<file path="config.mk">
export PLATFORM = sky130hd
export DESIGN_NAME = lc3_memaccess
export DESIGN_NICKNAME = d
export VERILOG_FILES = /design/src/rtl/lc3_memaccess.sv
export SDC_FILE = /design/constraint.sdc
export NUM_CORES = 1
export LEC_CHECK = 0
export CORE_MARGIN = 2
export CORE_UTILIZATION = 40
export CTS_BUF_LIST = sky130_fd_sc_hd__clkbuf_8
export CTS_CLUSTER_SIZE = 14
export DETAILED_ROUTE_END_ITERATION = 16
export HOLD_SLACK_MARGIN = 0.05
export PLACE_DENSITY = 0.74
export SYNTH_ARGS = -nofsm -noshare
export SYNTH_HDL_FRONTEND = slang
export SYNTH_SLANG_ARGS = --single-unit
</file>
<file path="constraint.sdc">
create_clock -name clock -period 5 [get_ports clock]
set_input_delay 0.5 -clock clock [delete_from_list [all_inputs] [get_ports clock]]
set_output_delay 0.5 -clock clock [all_outputs]
set_load 0.05 [all_outputs]
</file>
<file path="src/rtl/lc3_memaccess.sv">
// ---------------------------------------------------------------------------
// lc3_memaccess
//
// LC3 memory-access stage. Takes the instruction, effective address and
// store data from execute, runs the LD/LDR/LDI/ST/STR/STI data-memory
// transaction over a req/ack port, and hands load data to writeback.
// LDI/STI take two accesses: the first reads the pointer and the second
// uses that pointer as the address. An access with no ack within
// ACK_TIMEOUT request cycles is aborted and flagged on mem_err.
//
// Ports
//   clock            stage clock, all state on the rising edge
//   reset            asynchronous, active-low
//   enable_mem       start strobe, only looked at while idle
//   IR_Exec          instruction from execute (opcode in [15:12])
//   pcout            effective address from execute
//   M_Data           store data from execute
//   Mem_Control_out  1 = indirect access (LDI/STI only)
//   mem_req/mem_we/mem_addr/mem_din   request side of the data-memory port
//   mem_ack/mem_dout                  response side of the data-memory port
//   memout           last completed load value, held between loads
//   mem_done         one-cycle completion pulse
//   busy             high in every state except idle
//   mem_err          timeout flag, sticky until the next accepted start
// ---------------------------------------------------------------------------
module lc3_memaccess #(
  parameter int ACK_TIMEOUT = 15,  // legal range 1..255
  parameter int AW          = 16   // must be 16 for LC3
) (
  input  logic          clock,
  input  logic          reset,
  input  logic          enable_mem,
  input  logic [15:0]   IR_Exec,
  input  logic [AW-1:0] pcout,
  input  logic [15:0]   M_Data,
  input  logic          Mem_Control_out,
  output logic          mem_req,
  output logic          mem_we,
  output logic [AW-1:0] mem_addr,
  output logic [15:0]   mem_din,
  input  logic          mem_ack,
  input  logic [15:0]   mem_dout,
  output logic [15:0]   memout,
  output logic          mem_done,
  output logic          busy,
  output logic          mem_err
);

  typedef enum logic [1:0] {
    S_IDLE,
    S_IND_RD,
    S_ACCESS,
    S_DONE
  } state_t;

  localparam logic [7:0] TIMEOUT = 8'(ACK_TIMEOUT);

  function automatic logic op_is_load(input logic [3:0] op);
    return (op == 4'b0010) || (op == 4'b0110) || (op == 4'b1010);
  endfunction

  function automatic logic op_is_store(input logic [3:0] op);
    return (op == 4'b0011) || (op == 4'b0111) || (op == 4'b1011);
  endfunction

  state_t     state;
  logic [3:0] op_q;      // opcode captured at start
  logic [7:0] ack_cnt;   // request cycles seen without ack in this access

  // Start decode, only meaningful in IDLE.
  logic [3:0] start_op;
  logic       start_ind;
  logic       start_direct;
  logic       timeout_hit;

  // Operand bits of the instruction do not affect this stage.
  logic       unused_ir;
  assign unused_ir = ^IR_Exec[11:0];

  assign start_op     = IR_Exec[15:12];
  // Indirection is honoured only for the LDI/STI opcode pair (101x).
  assign start_ind    = Mem_Control_out && (start_op[3:1] == 3'b101);
  assign start_direct = (start_op == 4'b0010) || (start_op == 4'b0110) ||
                        (start_op == 4'b0011) || (start_op == 4'b0111);

  // The counter "reaches" ACK_TIMEOUT on the edge it would step to it;
  // an ack on that same edge wins, so mem_ack is excluded here.
  assign timeout_hit  = mem_req && !mem_ack && ((ack_cnt + 8'd1) == TIMEOUT);

  // NOTE: all state below is assigned with <= so every register samples
  // the pre-edge values of its peers, independent of statement order.
  always_ff @(posedge clock or negedge reset) begin
    if (!reset) begin
      state    <= S_IDLE;
      op_q     <= 4'h0;
      ack_cnt  <= 8'd0;
      mem_req  <= 1'b0;
      mem_we   <= 1'b0;
      mem_addr <= '0;
      mem_din  <= 16'h0000;
      memout   <= 16'h0000;
      mem_done <= 1'b0;
      busy     <= 1'b0;
      mem_err  <= 1'b0;
    end else begin
      mem_done <= 1'b0;

      case (state)
        S_IDLE: begin
          if (enable_mem) begin
            op_q    <= start_op;
            mem_din <= M_Data;
            mem_err <= 1'b0;
            busy    <= 1'b1;
            ack_cnt <= 8'd0;
            if (start_ind) begin
              state    <= S_IND_RD;
              mem_req  <= 1'b1;
              mem_we   <= 1'b0;
              mem_addr <= pcout;
            end else if (start_direct) begin
              state    <= S_ACCESS;
              mem_req  <= 1'b1;
              mem_we   <= op_is_store(start_op);
              mem_addr <= pcout;
            end else begin
              // Not a memory instruction: finish without touching the port.
              state    <= S_DONE;
              mem_done <= 1'b1;
            end
          end
        end

        S_IND_RD, S_ACCESS: begin
          if (mem_req && mem_ack) begin
            if (state == S_IND_RD) begin
              // Pointer read done; keep mem_req high and switch straight to
              // the final address so the second access starts next cycle.
              mem_addr <= mem_dout;
              mem_we   <= op_is_store(op_q);
              ack_cnt  <= 8'd0;
              state    <= S_ACCESS;
            end else begin
              if (op_is_load(op_q)) begin
                memout <= mem_dout;
              end
              mem_req  <= 1'b0;
              mem_we   <= 1'b0;
              mem_done <= 1'b1;
              state    <= S_DONE;
            end
          end else if (timeout_hit) begin
            // Abort: a load returns zero, a store counts as not written.
            if (op_is_load(op_q)) begin
              memout <= 16'h0000;
            end
            mem_req  <= 1'b0;
            mem_we   <= 1'b0;
            mem_err  <= 1'b1;
            mem_done <= 1'b1;
            state    <= S_DONE;
          end else begin
            ack_cnt <= ack_cnt + 8'd1;
          end
        end

        S_DONE: begin
          busy  <= 1'b0;
          state <= S_IDLE;
        end

        default: begin
          state   <= S_IDLE;
          mem_req <= 1'b0;
          mem_we  <= 1'b0;
          busy    <= 1'b0;
        end
      endcase
    end
  end

endmodule
</file>
# --- Yosys cells after proc, flatten, opt, wreduce, memory -nomap -nowiden ---
# Cells that the tools add are included.
totals:
  ff_bits: 67
  out_inout_bits: 53
  word_cells: 116
op_classes:
  add_sub_neg: 1
  n_eq_ne: 27
  n_mux: 49
  reduce_logical: 28
ops:
  columns: ["operator", "count"]
  rows:
  - ["$mux 16", 10]
  - ["$mux 8", 4]
  - ["$pmux 16 s2", 1]
  - ["$mux 1", 23]
  - ["$eq 4x2->1 const B", 4]
  - ["$eq 4x3->1 const B", 4]
  - ["$pmux 8 s2", 1]
  - ["$reduce_and 4->1", 4]
  - ["$ne 3x3->1 const B", 5]
  - ["$eq 4x4->1 const B", 3]
  - ["$ne 2x2->1 const B", 6]
  - ["$pmux 1 s2", 5]
  - ["$reduce_and 5->1", 2]
  - ["$logic_or 1x1->1", 9]
  - ["$add 8x1->8 const B", 1]
  - ["$eq 8x4->1 const B", 1]
  - ["$mux 2", 4]
  - ["$pmux 2 s3", 1]
  - ["$reduce_and 2->1", 3]
  - ["$reduce_bool 2->1", 3]
  - ["$eq 2x2->1 const B", 2]
  - ["$logic_and 1x1->1", 4]
  - ["$eq 3x3->1 const B", 1]
  - ["$eq 2x1->1 const B", 1]
  - ["other kinds (3)", 3]

# --- Longest topological paths before layout ---
depth:
  ltp_word: 8
  mapped_depth: 8

# --- Worst setup path after synthesis ---
# No wires, ideal clock.
synth_path:
  path_kind: "register -> register"
  from: "register mem_req"
  to: "register memout[0]"
  setup_ns: 0.125
  t_arrival_ns: 1.773
  t_required_ns: 4.875
  path_slack_ns: 3.101
  path_stages_with_launch: 7
  path_buffers: 2
  path_cell_list: "dfrtp_1 clkbuf_1 nand2_1 nor2_1 o21ai_4 buf_12 mux2_4"
synth_between:
  elab_chain_len: 4
  elab_cells_between_ends: 7
synth_rtl:
  columns: ["item", "line_no", "rtl"]
  rows:
  - ["from (decl)", "37", "output logic mem_req,"]
  - ["from (signal assigned)", "97", "mem_req <= 1'b0;"]
  - ["from (signal assigned)", "118", "mem_req <= 1'b1;"]
  - ["from (signal assigned)", "123", "mem_req <= 1'b1;"]
  - ["$logic_and 1x1->1 (2 in a row)", "88", "assign timeout_hit = mem_req && !mem_ack && ((ack_cnt + 8'd1) == TIMEOUT);"]
  - ["$reduce_bool 2->1 (no line)", null, null]
  - ["$reduce_and 4->1 (no line)", null, null]
  - ["to (signal assigned)", "145", "memout <= mem_dout;"]
  - ["to (decl)", "43", "output logic [15:0] memout,"]
# Several ways; a longest one is shown, not always the timed one.
# A chain may end at the register's enable or synchronous reset.

# --- Worst setup path in the final report ---
layout_path:
  from: "register state[0]"
  to: "register mem_addr[0]"
layout_between:
  elab_chain_len: 4
  elab_cells_between_ends: 11
layout_rtl:
  columns: ["item", "line_no", "rtl"]
  rows:
  - ["from (decl)", "66", "state_t state;"]
  - ["from (signal assigned)", "94", "state <= S_IDLE;"]
  - ["from (signal assigned)", "117", "state <= S_IND_RD;"]
  - ["from (signal assigned)", "122", "state <= S_ACCESS;"]
  - ["$eq 2x1->1 / $eq 2x2->1 (equally long branches)", "108, 136", null]
  - ["$reduce_or 2->1", "108", "case (state)"]
  - ["$ne 2x2->1 (no line) / $reduce_bool 2->1 (equally long branches)", null, null]
  - ["$reduce_and 5->1 (no line)", null, null]
  - ["to (signal assigned)", "120", "mem_addr <= pcout;"]
  - ["to (signal assigned)", "125", "mem_addr <= pcout;"]
  - ["to (signal assigned)", "139", "mem_addr <= mem_dout;"]
  - ["to (decl)", "39", "output logic [AW-1:0] mem_addr,"]
# Several ways; a longest one is shown, not always the timed one.

==> results.txt <==
- The number of antenna diodes in the final layout is 0.
- Entering global routing, the biggest net connects slightly below 70 pins.
- Post-Synthesis Net Count: between 300 and 400
* Critical path endpoint category: register
* Area of the mapped netlist: 3240 um2
* Number of different library cells in the post-synthesis netlist: 39
- STA classifies the critical path startpoint as a register.
- Buffers placed on the I/O ports in this run total 109.
* Initial Utilization: 41.5%
- The average instance in the mapped netlist occupies roughly 12 um2.
* Total die area: ~8800 um2
- For the pin with the worst max-slew slack, the measured transition is between 1 and 1.5 ns.
- Core Box Area: between 7000 and 8000 um2
- Buffers inserted during clock tree synthesis total 9.
- The first global-routing pass estimated 12100 um of wire.
- Ratio of final minimum period to clock period: around 60%
* Total Power Consumption: 0.00337 W
- Number of remaining DRC errors: 0
- Share of cell area taken by muxes after synthesis: about a fifth
* Slew margin rel.: 20.6%
- In this run, post-CTS repair resized a total of 0 instances.
- Synth Warn #: 0
- Summing the areas of all compound-gate instances in the mapped netlist gives around a tenth of the synthesized area.
* Sw frac: about 47%
* Final setup skew: slightly above 0.008 ns
- Share of total power in sequential cells: 27.6%
* Power density normalized to cell area: between 700 and 800 nW/um2
- XOR/XNOR Fraction of Synth Area: 0%
* Count of final setup violators: 0
- Detailed-routing iteration count for the pre-antenna-repair pass: 4
- The via count of the first global-routing pass is 2597.
* Insertion delay of the later-clocked pin in the worst-skew pair: roughly 0.33 ns
- The clock passes through at most 2 buffers.
* Wire per inst: 15.0 um
- Proportion of layout cells with a drive suffix above 1: 16.1%
* Count of pins on the block boundary: around 120
- The final-report hold violation count was 0.
- Storage element area: 1680 um2
- The tree is rooted in a sky130_fd_sc_hd__clkbuf_8.
- Setup CP Type: reg -> reg
* Run status: complete, no violations
* Fill cell total of the finished layout: roughly 670
- Required arrival time at the worst endpoint: 5.17 ns
- TritonCTS built the clock tree.
* Die Y-Extent: ~94 um
- Summing all multi-input logic gate instances after layout gives around 1500 um2.
- For this design the static power due to leakage is about 2.1 nW.
- WP data arrival: between 3 and 4 ns
- By area, the combinational part of the netlist is dominated by multiplexers.
- Maximum VDD drop: between 300 and 400 uV
* Number of antenna violations at the first check in global routing: 0
* Post-route setup TNS: 0 ns
- Internal power comes to 0.00180 W.
- Summing the areas of all fa, ha and maj instances in the mapped netlist gives 2.32% of the synthesized area.
* Post-layout minimum cycle time: roughly 3.0 ns
- Dpl hpwl: 5080 um
- Row count: 32
* Count of nets after finishing: about 460
- Antenna Violating Nets Remaining: 0
- Combinational group share of total power: ~58%
- The clock tree synthesis step divided the H-tree into 3 levels.
* Count of hold buffers inserted by post-cts repair: 0
* Fraction of power consumed by the clock network: 14.6%
- The first routing iteration left 92 violations.
- Number of flip-flops and latches in the synthesized netlist: 67
- Synthesized netlist cell count: between 200 and 300
- Hold is met by 0.339 ns.
* Total via count after detailed routing: about 2500
* RSZ-0062 raised after global routing: false
* Net switching power of the design: 0.00157 W
- Final Max Tran Viols: 0
- Once the clock tree was built, the setup fixing pass inserted 0 buffers.
* Overflow left after global routing: 0
- Summing the areas of all and, or, nand and nor instances in the mapped netlist gives roughly an eighth of the synthesized area.
* Total detailed-routing wirelength: 7380 um
* Via/cell ratio: ~5
- The tool flagged a number of max-cap violations equal to 0.
* Sink count of the clock tree: 67
- Max Clk Rate: 335 MHz
* Maximum fanout count along the critical path: 32
- Global routing used 17.4% of the available tracks across all layers.
* Hold Path Class: in -> async
* Sequential fraction of the synthesis area: 51.7%
* Reg clk slew, reported paths: approximately 0.07 ns
- Area grow syn2layout: 42.5%
* GP Congestion: about 0.8
* Die span in x: 94.0 um
[worst max-delay path: stages (launching register included)]
cell and delay [ns]:
sky130_fd_sc_hd__dfrtp_1 0.41, sky130_fd_sc_hd__inv_1 0.08, sky130_fd_sc_hd__ha_1 0.28, sky130_fd_sc_hd__nand2_1 0.72, sky130_fd_sc_hd__a211oi_2 0.17, sky130_fd_sc_hd__o21ai_2 0.92
sky130_fd_sc_hd__o21ai_0 0.23
[layout by cell type, fill, tap and decap left out, types with 5 or more instances in the layout]
cell type                         instances
sky130_fd_sc_hd__clkbuf_8                10
sky130_fd_sc_hd__mux2i_1                 19
sky130_fd_sc_hd__o21ai_0                 21
sky130_fd_sc_hd__o2bb2ai_1                6
sky130_fd_sc_hd__a21oi_1                  5
sky130_fd_sc_hd__clkdlybuf4s50_1        108
sky130_fd_sc_hd__and3_1                  16
sky130_fd_sc_hd__ha_1                     6
sky130_fd_sc_hd__mux2_2                  27
sky130_fd_sc_hd__mux2_4                  10
sky130_fd_sc_hd__nor2_1                  12
sky130_fd_sc_hd__nand2_1                 28
sky130_fd_sc_hd__inv_1                    9
sky130_fd_sc_hd__dfrtp_1                 67
[logic make-up after synthesis]
group | after synthesis
DFF | 67
buffers and inverters | 20
muxes | 56
and+or+nand+nor | 79
AOI/OAI and AO/OA | 50
adders and majority gates | 6
[flip-flops by register name, summed over array words and instances, names as in the netlist]
register  cells
mem_req       1
mem_err       1
busy          1
mem_we        1
mem_din      16
memout       16
mem_done      1
op_q          4
ack_cnt       8
state         2
mem_addr     16
[area by class of cell]
cell class	count	share of cell area, %
well taps	102	2.76
flip-flops and latches	67	36.3
multi-input cells	191	31.9
inverters	7	0.569
clock inverters	6	1.76
clock buffers	10	2.98
repair buffers	110	23.7
[final timing paths]
check / startpoint / endpoint / slack (ns) / cells past startpoint
worst max-delay path: state[0] / mem_addr[0] / 2.02 / 6
worst min-delay path: reset / mem_addr[2] / 0.34 / 2
worst max register to register: state[0] / mem_addr[0] / 2.02 / 6
worst min register to register: mem_addr[7] / mem_addr[7] / 0.48 / 2
max in group asynchronous: reset / ack_cnt[5] / 4.10 / 2
min in group clock: mem_addr[7] / mem_addr[7] / 0.48 / 2
[routing by layer]
layer / GRT usage (%) / routed length [um] / up-vias
met5: 0 / 0 / -
li1: - / - / 1211
met1: 21.2 / 3240 / 1238
met3: 6.10 / 496 / 7
met4: 5.07 / 67 / 0
met2: 29.0 / 3580 / 71
[cells in the mapped netlist]
| cell | count | area share, % |
|---|---|---|
| sky130_fd_sc_hd__o32ai_1 | 1 | 0.27 |
| sky130_fd_sc_hd__nand2_1 | 28 | 3.2 |
| sky130_fd_sc_hd__nand3b_1 | 1 | 0.23 |
| sky130_fd_sc_hd__nand3_2 | 1 | 0.31 |
| sky130_fd_sc_hd__nand4b_1 | 1 | 0.27 |
| sky130_fd_sc_hd__mux2_2 | 27 | 9.4 |
| sky130_fd_sc_hd__o2bb2ai_1 | 6 | 1.6 |
| sky130_fd_sc_hd__inv_1 | 7 | 0.81 |
| sky130_fd_sc_hd__nor2_1 | 12 | 1.4 |
| sky130_fd_sc_hd__mux2i_1 | 19 | 5.9 |
| sky130_fd_sc_hd__o21ai_1 | 2 | 0.31 |
| sky130_fd_sc_hd__a22o_1 | 2 | 0.54 |
| sky130_fd_sc_hd__o21ai_0 | 21 | 3.2 |
| sky130_fd_sc_hd__a21bo_1 | 1 | 0.31 |
| sky130_fd_sc_hd__clkbuf_1 | 10 | 1.2 |
| sky130_fd_sc_hd__nor4_4 | 1 | 0.66 |
| sky130_fd_sc_hd__nand4bb_1 | 1 | 0.35 |
| sky130_fd_sc_hd__a31oi_1 | 1 | 0.19 |
| sky130_fd_sc_hd__nor3_1 | 4 | 0.62 |
| sky130_fd_sc_hd__nand3_1 | 4 | 0.62 |
| sky130_fd_sc_hd__nand2b_1 | 3 | 0.58 |
| sky130_fd_sc_hd__dfrtp_1 | 67 | 52 |
| sky130_fd_sc_hd__a22oi_1 | 1 | 0.23 |
| sky130_fd_sc_hd__o21ai_4 | 1 | 0.50 |
| sky130_fd_sc_hd__o22ai_1 | 4 | 0.77 |
| sky130_fd_sc_hd__a221o_1 | 1 | 0.31 |
| sky130_fd_sc_hd__buf_12 | 1 | 0.62 |
| sky130_fd_sc_hd__a21oi_2 | 1 | 0.27 |
| sky130_fd_sc_hd__o221ai_1 | 1 | 0.27 |
| sky130_fd_sc_hd__a21oi_1 | 5 | 0.77 |
| sky130_fd_sc_hd__a211oi_2 | 1 | 0.39 |
| sky130_fd_sc_hd__ha_1 | 6 | 2.3 |
| sky130_fd_sc_hd__nand4_1 | 1 | 0.19 |
| sky130_fd_sc_hd__mux2_4 | 10 | 4.6 |
| sky130_fd_sc_hd__buf_2 | 2 | 0.31 |
| sky130_fd_sc_hd__and3_1 | 16 | 3.1 |
| sky130_fd_sc_hd__nor2b_1 | 3 | 0.58 |
| sky130_fd_sc_hd__or2_2 | 3 | 0.58 |
| sky130_fd_sc_hd__o21a_4 | 1 | 0.46 |
[through the flow]
step	setup WS, ns	util, %	cell area (um2)	std cells
global placement	1.81	56.3	4400	477
detailed placement	1.78	56.3	4400	477
global route	1.72	59.1	4620	493
floorplan	3.10	-	3240	278
CTS	1.98	59.1	4620	493
finish	2.02	59.1	4620	493
[power by group through the flow]
stage                     Sequential (W)  Combinational, W  Clock (W)
after detailed placement        0.000937           0.00196          0
after floorplan                  0.00158          0.000696          0
after CTS                       0.000928           0.00197   0.000504
after global placement          0.000927           0.00194          0
final                           0.000927           0.00195   0.000492
after global routing            0.000955           0.00207   0.000525
(Power assumes the default switching activity.)
